File: config.mk
export PLATFORM = sky130hd
export DESIGN_NAME = fetch_unit
export DESIGN_NICKNAME = d
export VERILOG_FILES = /design/src/rtl/fetch_pkg.sv /design/src/rtl/fetch_skid_buffer.sv /design/src/rtl/fetch_unit.sv
export SDC_FILE = /design/constraint.sdc
export NUM_CORES = 1
export LEC_CHECK = 0
export ABC_AREA = 1
export CORE_MARGIN = 2
export CORE_UTILIZATION = 40
export DETAILED_ROUTE_END_ITERATION = 12
export GPL_TIMING_DRIVEN = 1
export MAX_ROUTING_LAYER = met4
export PLACE_DENSITY_LB_ADDON = 0.08
export SYNTH_ARGS = -nofsm -noshare
export SYNTH_HDL_FRONTEND = slang
export SYNTH_HIERARCHICAL = 1
export SYNTH_SLANG_ARGS = --single-unit
File: constraint.sdc
create_clock -name clk -period 7.3 [get_ports clk]
set_input_delay 0.73 -clock clk [delete_from_list [all_inputs] [get_ports clk]]
set_output_delay 0.73 -clock clk [all_outputs]
set_load 0.02 [all_outputs]
File: src/rtl/fetch_pkg.sv
// Shared constants for the instruction-fetch stage: default widths, the halt
// marker and the jump predecode field layout.
package fetch_pkg;

  localparam int DEFAULT_PC_W    = 10;
  localparam int DEFAULT_INSTR_W = 32;

  localparam logic [31:0] HALT_WORD = 32'hFFFF_FFFF;
  localparam logic [3:0]  OP_JUMP   = 4'hC;

  localparam int OP_HI  = 31;
  localparam int OP_LO  = 28;
  localparam int TGT_HI = 24;
  localparam int TGT_LO = 15;

endpackage

File: src/rtl/fetch_skid_buffer.sv
// Two-entry in-order holding buffer (output register plus one skid slot) that
// lets decode stall without losing words already requested from memory.
module fetch_skid_buffer #(
  parameter int W = 42
) (
  input  logic         clk,
  input  logic         rst,
  input  logic         flush,
  input  logic         in_valid,
  input  logic [W-1:0] in_data,
  input  logic         stall,
  output logic         out_valid,
  output logic [W-1:0] out_data,
  output logic         skid_valid
);

  logic [W-1:0] skid_data;

  // The skid entry is only non-empty while the output is held, so whenever the
  // output advances the skid word goes first to keep program order.
  always_ff @(posedge clk or posedge rst) begin
    if (rst) begin
      out_valid  <= 1'b0;
      out_data   <= '0;
      skid_valid <= 1'b0;
      skid_data  <= '0;
    end else if (flush) begin
      out_valid  <= 1'b0;
      skid_valid <= 1'b0;
    end else if (!out_valid || !stall) begin
      if (skid_valid) begin
        out_valid  <= 1'b1;
        out_data   <= skid_data;
        skid_valid <= in_valid;
        if (in_valid) skid_data <= in_data;
      end else begin
        out_valid <= in_valid;
        if (in_valid) out_data <= in_data;
      end
    end else if (in_valid) begin
      skid_valid <= 1'b1;
      skid_data  <= in_data;
    end
  end

endmodule

File: src/rtl/fetch_unit.sv
// Instruction-fetch stage: pc generation, one-cycle memory latency tracking,
// halt and redirect handling. Optional jump predecode: FETCH_JUMP_PREDECODE_EN.
module fetch_unit
  import fetch_pkg::*;
#(
  parameter int              PC_W     = DEFAULT_PC_W,
  parameter int              INSTR_W  = DEFAULT_INSTR_W,
  parameter logic [PC_W-1:0] START_PC = PC_W'(1)
) (
  input  logic               clk,
  input  logic               rst,
  output logic [PC_W-1:0]    pc,
  input  logic [INSTR_W-1:0] instruction,
  input  logic               id_stall,
  input  logic               ex_redirect,
  input  logic [PC_W-1:0]    ex_target,
  output logic               if_valid,
  output logic [INSTR_W-1:0] if_instr,
  output logic [PC_W-1:0]    if_pc,
  output logic               halted
);

  localparam int ENTRY_W = INSTR_W + PC_W;

  logic                req_valid;
  logic [PC_W-1:0]     req_pc;
  logic                arrival_halt;
  logic                arrival_fwd;
  logic                consume;
  logic                skid_valid;
  logic [2:0]          occupancy;
  logic                issue_en;
  logic                take_jump;
  logic [PC_W-1:0]     jump_target;
  logic [ENTRY_W-1:0]  out_data;

  assign arrival_halt = req_valid && (instruction == INSTR_W'(HALT_WORD));
  assign arrival_fwd  = req_valid && !arrival_halt;
  assign consume      = if_valid && !id_stall;

  // Words that will still need a slot next cycle, including the one arriving now.
  assign occupancy = 3'(if_valid) + 3'(skid_valid) + 3'(req_valid) - 3'(consume);
  assign issue_en  = !halted && (occupancy < 3'd2);

`ifdef FETCH_JUMP_PREDECODE_EN
  assign take_jump   = arrival_fwd && (instruction[OP_HI:OP_LO] == OP_JUMP);
  assign jump_target = PC_W'(instruction[TGT_HI:TGT_LO]);
`else
  assign take_jump   = 1'b0;
  assign jump_target = '0;
`endif

  // Redirect outranks halt, which outranks jump; halt and jump both squash
  // the request that would otherwise issue on the same edge.
  always_ff @(posedge clk or posedge rst) begin
    if (rst) begin
      pc        <= START_PC;
      req_valid <= 1'b0;
      req_pc    <= '0;
      halted    <= 1'b0;
    end else if (ex_redirect) begin
      pc        <= ex_target;
      req_valid <= 1'b0;
      halted    <= 1'b0;
    end else if (arrival_halt) begin
      pc        <= req_pc;
      req_valid <= 1'b0;
      halted    <= 1'b1;
    end else if (take_jump) begin
      pc        <= jump_target;
      req_valid <= 1'b0;
    end else if (issue_en) begin
      req_valid <= 1'b1;
      req_pc    <= pc;
      pc        <= pc + PC_W'(1);
    end else begin
      req_valid <= 1'b0;
    end
  end

  fetch_skid_buffer #(
    .W(ENTRY_W)
  ) u_skid (
    .clk       (clk),
    .rst       (rst),
    .flush     (ex_redirect),
    .in_valid  (arrival_fwd),
    .in_data   ({instruction, req_pc}),
    .stall     (id_stall),
    .out_valid (if_valid),
    .out_data  (out_data),
    .skid_valid(skid_valid)
  );

  assign {if_instr, if_pc} = out_data;

endmodule

==> Word level (Yosys, flattened, before mapping) <==
Index checks and enable logic that the tools add are counted.
Widths: inputs -> output; s select.
{ "op_classes": {"muxes": 20, "n_addsub": 4, "bitwise_logic": 2, "reduce_logical": 17, "eq_ne": 2, "n_lt_le_gt_ge": 1} }
{ "op_table": {"columns": ["operator", "count"], "rows": [
  ["$mux 42", 5],
  ["$eq 32x32->1 const B", 1],
  ["$mux 10", 3],
  ["$mux 1", 12],
  ["$add 10x1->10 const B", 1],
  ["$reduce_and 3->1", 2],
  ["$reduce_bool 2->1", 3],
  ["$reduce_bool 3->1", 2],
  ["$logic_and 1x1->1", 4],
  ["$logic_not 1->1", 4],
  ["$add 2x1->3", 1],
  ["$lt 3x2->1 const B", 1],
  ["$sub 3x1->3", 1],
  ["$add 1x1->2", 1],
  ["$ne 2x1->1 const B", 1],
  ["$not 1->1", 2],
  ["$reduce_and 2->1", 1],
  ["$logic_or 1x1->1", 1]
]} }
{ "word_totals": {"ff_bits": 108, "inputBits": 46} }

==> Depth between registers and ports, before layout <==
Gate-level depths: netlist (run 1).
{ "logic_depth": {"ltp_word": 8, "depth_mapped": 16} }

==> By module <==
The synthesis (run 1) kept the hierarchy.
{ "modules_own_cells": {"columns": ["mod", "area_each_um2", "n_inst", "cells_each"], "rows": [
  ["fetch_skid_buffer", 3972.6, 1, 513],
  ["fetch_unit", 1500.2, 1, 226]
]} }

==> Worst setup path after synthesis (run 1) <==
No wires, ideal clock.
{ "synth_timing": {"path_kind": "in2reg", "startpoint": "input id_stall", "endpoint": "register pc[2]", "t_required_ns": 7.183, "setup_ns": 0.117, "setup_slack_ns": 5.089, "t_arrival_ns": 2.095, "cell_stages": 15, "path_cell_list": "nor2_1 > ha_1 > inv_1 > ha_1 > a21oi_1 > nand2_1 > nand2_1 > nor2_1 > inv_1 > nand3_2 > buf_6 > nand2_1 > clkinv_1 > nand2_1 > nand2_1"} }
{ "synth_between": {"elab_chain_cells": 6} }
{ "synth_rtl": {"columns": ["element", "line_no", "text"], "rows": [
  ["start, declared", "fetch_unit.sv:14", "input logic id_stall,"],
  ["$logic_not 1->1", "fetch_unit.sv:39", "assign consume = if_valid && !id_stall;"],
  ["$logic_and 1x1->1", "fetch_unit.sv:39", null],
  ["$sub 3x1->3", "fetch_unit.sv:42", "assign occupancy = 3'(if_valid) + 3'(skid_valid) + 3'(req_valid) - 3'(consume);"],
  ["$lt 3x2->1", "fetch_unit.sv:43", "assign issue_en = !halted && (occupancy < 3'd2);"],
  ["$logic_and 1x1->1", "fetch_unit.sv:43", null],
  ["$reduce_bool 3->1 (no line)", null, null],
  ["end signal, assigned", "fetch_unit.sv:62", "pc <= ex_target;"],
  ["end signal, assigned", "fetch_unit.sv:66", "pc <= req_pc;"],
  ["end signal, assigned", "fetch_unit.sv:70", "pc <= jump_target;"],
  ["end, declared", "fetch_unit.sv:12", "output logic [PC_W-1:0] pc,"]
]} }
Every way passes these cells.
A chain may end at the register's enable or synchronous reset.

==> Worst setup path in the final report (run 1) <==
{ "layout_timing": {"startpoint": "input id_stall", "endpoint": "register u_skid.skid_data[10]"} }
{ "layout_between": {"elab_chain_cells": 4, "word_cells_on_any_way": 5, "cone_classes": "eq/ne (1); mux (1); reduce/logical (3)"} }
{ "layout_rtl": {"columns": ["element", "line_no", "text"], "rows": [
  ["$logic_not 1->1 *", "fetch_skid_buffer.sv:30", "end else if (!out_valid || !stall) begin"],
  ["$logic_or 1x1->1 *", "fetch_skid_buffer.sv:30", null],
  ["$ne 2x1->1 (no line)", null, null],
  ["$reduce_and 2->1 (no line)", null, null],
  ["end signal, assigned", "fetch_skid_buffer.sv:35", "if (in_valid) skid_data <= in_data;"],
  ["end signal, assigned", "fetch_skid_buffer.sv:42", "skid_data <= in_data;"],
  ["end, declared", "fetch_skid_buffer.sv:17", "logic [W-1:0] skid_data;"]
]} }
Mark *: on every way between the ends. The rest lies on a longest branch, timed or not.

==> metrics.cfg, run 1 <==
[run_status]
status = complete, no violations

[global_route]
grt.total_usage_pct = 20.9
grt_pass1_vias = 4792
global_route.overflow_total = 0
antenna_found_initial = 0
grt_max_degree = 68
grt_pass1_wl_um = 23600

[timing]
fin_ws_ps = 3750
period_minus_slack_ps = 3550
slew-limit-headroom_pct = 31.3
max_freq_mhz = 282
post-route-period-util_pct = 48.6
skew_ps = 7.15
drv_slew = 0
setup_violations = 0
rsz0062_at_grt = no
tightest_slew_ps = 1030
final.setup.tns_ps = 0
hold_viol = 0

[setup_path]
cp_slowest_cell = nand2_2
crit_chain = clkdlybuf4s50_1 -> nand2_2 -> nand2_2 -> nand2_2 -> nand2_1 -> nand2_1
cp-end-kind = register
rrSetupSlack_ps = 3980
crit_family = simple AND/OR/NAND/NOR gates
startpoint_type = input pin
critPathMostFrequentCell = nand2_2
reg2reg_from = u_skid/skid_valid
rr_worst_depth = 5
r2r_end = u_skid/skid_data[10]
crit_fanout = 46
arrival_ps = 3840
worstSetupPathType = input pin to register
required_ps = 7590
slowest_delay_ps = 890
path_buf_inv = 1

[clocking]
cts_root_buf = clkbuf_16
insertion_delay_ps = 360
cts_made_buffers = 9
ctsResizeCount = 0
clk_pin_slew_worst_paths_ps = 70
clock_path_buffers = 2
cts_tree = yes
ctsHtreeMaxLevel = 3
cts_hold_buf = 0
postCtsSetupRepairBufs = 0
numClockSinks = 108

[power]
netSwitchingFraction_pct = 34.0
p_per_area_mw_per_mm2 = 303
p_int_w = 0.00135
power_leakage_nw = 3.51
totalPowerFinal_w = 0.00205
comb_power_share_pct = 30.1
switchingPower_w = 0.000697
pwr-share-clk_pct = 25.2
vdd_drop_max_uv = 171
seqPwrFrac_pct = 44.7

[worst_hold_path]
hold_start = u_skid/skid_data[7]
min_to = u_skid/skid_data[7]
hold-path-cell-count = 2
hold_class = register to register

[synth]
synth_cells = 739
ys_ff_latch = 108
synth_top_family_by_area = simple AND/OR/NAND/NOR gates
synth_seq_area_share_pct = 49.4
syn_avg_cell_area_um2 = 7.41
synth.cell_area_mm2 = 0.00547
synth-compound-area-share_pct = 0.823
synth_xor_area_share_pct = 1.28
synth_fa_ha_area_share_pct = 0.686
yosysWarningCount = 6
synth.net_count = 788
synthMuxAreaShare_pct = 0
yosysUniqueCellTypes = 27
synthSimpleGateAreaFrac_pct = 41.5

[layout]
final_common_cell = nand2_1
finalInstanceArea_mm2 = 0.00677
area_growth_pct = 23.7
diodes = 0
drive_gt1_share_pct = 5.53
final_util_pct = 50.9
n_fill_cell = 1310
layout.nets = 858
final_cell_mix = nand2_1, dfrtp_1, clkdlybuf4s50_1

[floorplan]
ios = 100
start_util_pct = 41.2
die-height_um = 121
coreArea_mm2 = 0.0133
rows = 42
die-area_mm2 = 0.0146
die_width_um = 121

[place]
dpl_cell_area_mm2 = 0.00645
numPortBuffers = 99
place_congestion = 0.803
dp_slack_ps = 3390
hpwlAfterDp_um = 9020

[route]
drc_errors = 0
wirelength_um = 14000
drt_first_pass_iters = 5
wl_per_cell_um = 14.1
ant_nets = 0
drt_iter0_markers = 325
num_vias = 4867
vias_per_cell = 4.92

[run]
drv_cap = 0

## cell families (layout without fill, tap and decap cells)
logic type,count (synthesis),after routing
XOR/XNOR,8,8
AO/OA/AOI/OAI,9,9
adder cells (fa/ha/maj),3,3
flip-flops,108,108
buffers and inverters,69,144
AND/OR/NAND/NOR,542,542
## how the worst max path moves through the flow
stage	from	endpoint	slack, ps	cells past startpoint
final	id_stall	u_skid/skid_data[10]	3750	6
after global routing	id_stall	u_skid/skid_data[8]	3390	6
after CTS	id_stall	u_skid/skid_data[10]	3760	6
after detailed placement	id_stall	u_skid/skid_data[10]	3390	6
after global placement	id_stall	u_skid/skid_data[19]	3450	6
after floorplan	rst	u_skid/out_data[0]	4350	1
## registers in the layout, indices dropped and copies added (netlist names)
signal and flops:
halted 1, u_skid/skid_valid 1, req_pc 10, pc 10, u_skid/out_data 42, req_valid 1, u_skid/out_valid 1, u_skid/skid_data 42
## final cells by class
type / instances / area [um^2] / area share (%)
flip-flops and latches: 108 / 2710 / 40.0
multi-input cells: 562 / 2420 / 35.8
repair buffers: 100 / 998 / 14.8
clock buffers: 13 / 270 / 3.99
well taps: 176 / 220 / 3.25
inverters: 28 / 109 / 1.61
clock inverters: 3 / 43.8 / 0.647
## through the flow
stage | cells | hold slack [ps]
floorplan | 739 | 442
global placement | 974 | 454
detailed placement | 974 | 459
CTS | 990 | 476
global route | 990 | 491
finish | 990 | 474
## cells in the mapped netlist
cell        n  share of area [%]
a21oi_1     4               0.37
buf_1       1              0.069
buf_2      24                2.2
buf_4       8                1.1
buf_6       2               0.41
clkbuf_1    5               0.34
clkbuf_8    1               0.25
clkinv_1    9               0.62
dfrtp_1   107                 49
dfstp_2     1               0.48
ha_1        3               0.69
inv_1      15                1.0
inv_2       3               0.21
inv_4       1               0.11
nand2_1   396                 27
nand2_2     3               0.34
nand3_1    96                8.8
nand3_2     3               0.55
nand3_4     1               0.32
nand4_1    10                1.1
nor2_1     16                1.1
nor2_2      3               0.34
nor2_4      2               0.41
nor3_1      2               0.18
o21ai_0     5               0.46
or2_2      10                1.1
xor2_1      8                1.3
## tightest hold or removal path: stages, from the launching register on
cell	delay, ps
dfrtp_1	350
nand2_1	50
nand2_1	50
## power groups by stage
stage               Sequential (W)  Combinational [W]  Clock [W]
floorplan                 0.000997           0.000280          0
global placement          0.000923           0.000612          0
detailed placement        0.000927           0.000622          0
CTS                       0.000918           0.000625   0.000529
global route              0.000946           0.000691   0.000552
finish                    0.000917           0.000617   0.000517
## per-layer routing
layer | track usage (%) | up-vias | part of all wire [%]
li1 | - | 2448 | -
met1 | 28.6 | 2302 | 49
met2 | 32.1 | 105 | 46
met3 | 2.82 | 12 | 3.8
met4 | 7.12 | 0 | 1.5
met5 | - | - | 0
Power figures use the tool's default switching activity.
==> run 2: changes to the inputs <==
- clock period: 7.3 -> 3.3 ns (I/O delays scaled with it)
==> run 2 against run 1 <==
Against the previous run:
- clock power up 88%
- cell area is 0.28% lower
- final cell count up 0.30%
- via count up 0.97%
- sequential share of layout area up 0.11 points
- non-clock buffer count is 6 higher
==> metrics.cfg, run 2 (synthesized netlist as in run 1, its figures left out) <==
[clocking]
cts_hold_buf = 0  ; unchanged
cts_root_buf = clkbuf_16
clk_pin_slew_worst_paths_ps = 60  ; about the same
postCtsSetupRepairBufs = 0  ; unchanged
insertion_delay_ps = 350  ; about the same
ctsResizeCount = 0  ; unchanged
cts_tree = yes
cts_made_buffers = 9  ; unchanged
ctsHtreeMaxLevel = 3  ; unchanged
clock_path_buffers = 2  ; unchanged
numClockSinks = 108  ; unchanged

[setup_path]
path_buf_inv = 3  ; +2
required_ps = 3540  ; -4050 ps
r2r_end = req_pc[4]
worstSetupPathType = input pin to register
cp_slowest_cell = nor2_4
crit_fanout = 43  ; -6.5%
rr_worst_depth = 11  ; +6
arrival_ps = 2830  ; -1010 ps
critPathMostFrequentCell = nand2_1
reg2reg_from = req_valid
crit_chain = clkdlybuf4s50_1 -> nand2_1 -> nor2_1 -> nand2_1 -> nor2_2 -> a21oi_1 -> inv_2 -> nor2_4 -> nand2_2 -> buf_4 -> nand2_1 -> nand2_1
startpoint_type = input pin
crit_family = simple AND/OR/NAND/NOR gates
rrSetupSlack_ps = 810  ; -3170 ps
cp-end-kind = register
slowest_delay_ps = 780  ; -110 ps

[layout]
layout.nets = 864  ; +0.70%
final_util_pct = 50.8  ; -0.14 points
top_regs = u_skid/out_data x42, u_skid/skid_data x42
drive_gt1_share_pct = 5.63  ; +0.10 points
n_fill_cell = 1355  ; +3.4%
seqCellArea_mm2 = 0.00271  ; unchanged
final_cell_mix = nand2_1, dfrtp_1, clkdlybuf4s50_1
diodes = 0  ; unchanged
final_common_cell = nand2_1
multi_input_area_mm2 = 0.00242  ; unchanged
area_growth_pct = 23.3

[global_route]
grt.total_usage_pct = 20.7  ; -0.21 points
grt_busiest_layer = met2
use_met3_pct = 3.01  ; +0.19 points
grt_pass1_wl_um = 23400  ; -0.64%
grt_pass1_vias = 4669  ; -2.6%
global_route.overflow_total = 0  ; unchanged
antenna_found_initial = 0  ; unchanged
grt_max_degree = 45  ; -34%
use_met1_pct = 28.9  ; +0.36 points
use_met2_pct = 31.3  ; -0.81 points

[timing]
hold_viol = 0  ; unchanged
rsz0062_at_grt = no
skew_ps = 7.13  ; -0.0207 ps
setup_violations = 0  ; unchanged
drv_slew = 0  ; unchanged
tightest_slew_ps = 1020  ; -7.12 ps
period_minus_slack_ps = 2590
slew-limit-headroom_pct = 31.8  ; +0.48 points
final.setup.tns_ps = 0  ; unchanged
post-route-period-util_pct = 78.6
max_freq_mhz = 386

[place]
place_congestion = 0.841  ; +4.8%
hpwlAfterDp_um = 9340  ; +3.5%
numPortBuffers = 99  ; unchanged

[floorplan]
ios = 100  ; unchanged
start_util_pct = 41.2  ; unchanged
rows = 42  ; unchanged
die-height_um = 121  ; unchanged
die_width_um = 121  ; unchanged
die-area_mm2 = 0.0146  ; unchanged
coreArea_mm2 = 0.0133  ; unchanged

[route]
wirelength_um = 13900  ; -0.49%
wl_per_cell_um = 14.0  ; -0.79%
drt_iter0_markers = 319  ; -1.8%
drc_errors = 0  ; unchanged
num_vias = 4914  ; +0.97%
ant_nets = 0  ; unchanged
drt_first_pass_iters = 5  ; unchanged
vias_per_cell = 4.95  ; +0.66%

[run]
drv_cap = 0  ; unchanged

[run_status]
status = complete, no violations

[power]
vdd_drop_max_uv = 302  ; +77%
p_per_area_mw_per_mm2 = 650  ; +110%
power_leakage_nw = 3.51  ; -0.17%

[worst_hold_path]
hold_class = input pin to asynchronous set/reset pin

## run 2: routing by layer
layer,part of all wire (%),wire length (um)
met3,4.9,688
met4,1.3,180
met2,46,6370
met1,48,6670
met5,0,0
## run 2: stage by stage
stage / setup slack (ps) / cells / total power [W] / hold WS, ps / cell area, um^2
6_report: 707 / 993 / 0.00439 / 400 / 6750
5_1_grt: 458 / 993 / 0.00468 / 476 / 6750
4_1_cts: 705 / 993 / 0.00443 / 424 / 6750
3_5_place_dp: 323 / 980 / 0.00344 / 458 / 6500
3_3_place_gp: 405 / 980 / 0.00341 / 454 / 6500
2_1_floorplan: 748 / 739 / 0.00283 / 318 / 5470
## run 2: where the power goes
| group | total, W | leakage, nW | internal [W] | switching [W] |
|---|---|---|---|---|
| clock network | 0.000973 | 0.122 | 0.000521 | 0.000451 |
| registers | 0.00204 | 1.34 | 0.00174 | 0.000297 |
| logic | 0.00137 | 2.05 | 0.000609 | 0.000765 |
| total | 0.00439 | 3.51 | 0.00287 | 0.00151 |
## run 2: worst max-delay path by stage
stage	start	endpoint	slack, ps	depth (start not counted)
after floorplan	rst	u_skid/out_data[0]	750	1
after global placement	instruction[9]	u_skid/skid_data[35]	400	12
after detailed placement	instruction[10]	u_skid/skid_data[39]	320	12
after CTS	instruction[10]	u_skid/skid_data[22]	710	12
after global routing	instruction[12]	u_skid/skid_data[23]	460	12
final	instruction[9]	u_skid/skid_data[22]	710	12
## run 2: final cells by class
class	instances	area share (%)
clock buffers	13	3.71
inverters	28	1.61
multi-input cells	562	35.9
flip-flops and latches	108	40.1
well taps	176	3.26
repair buffers	106	15.5
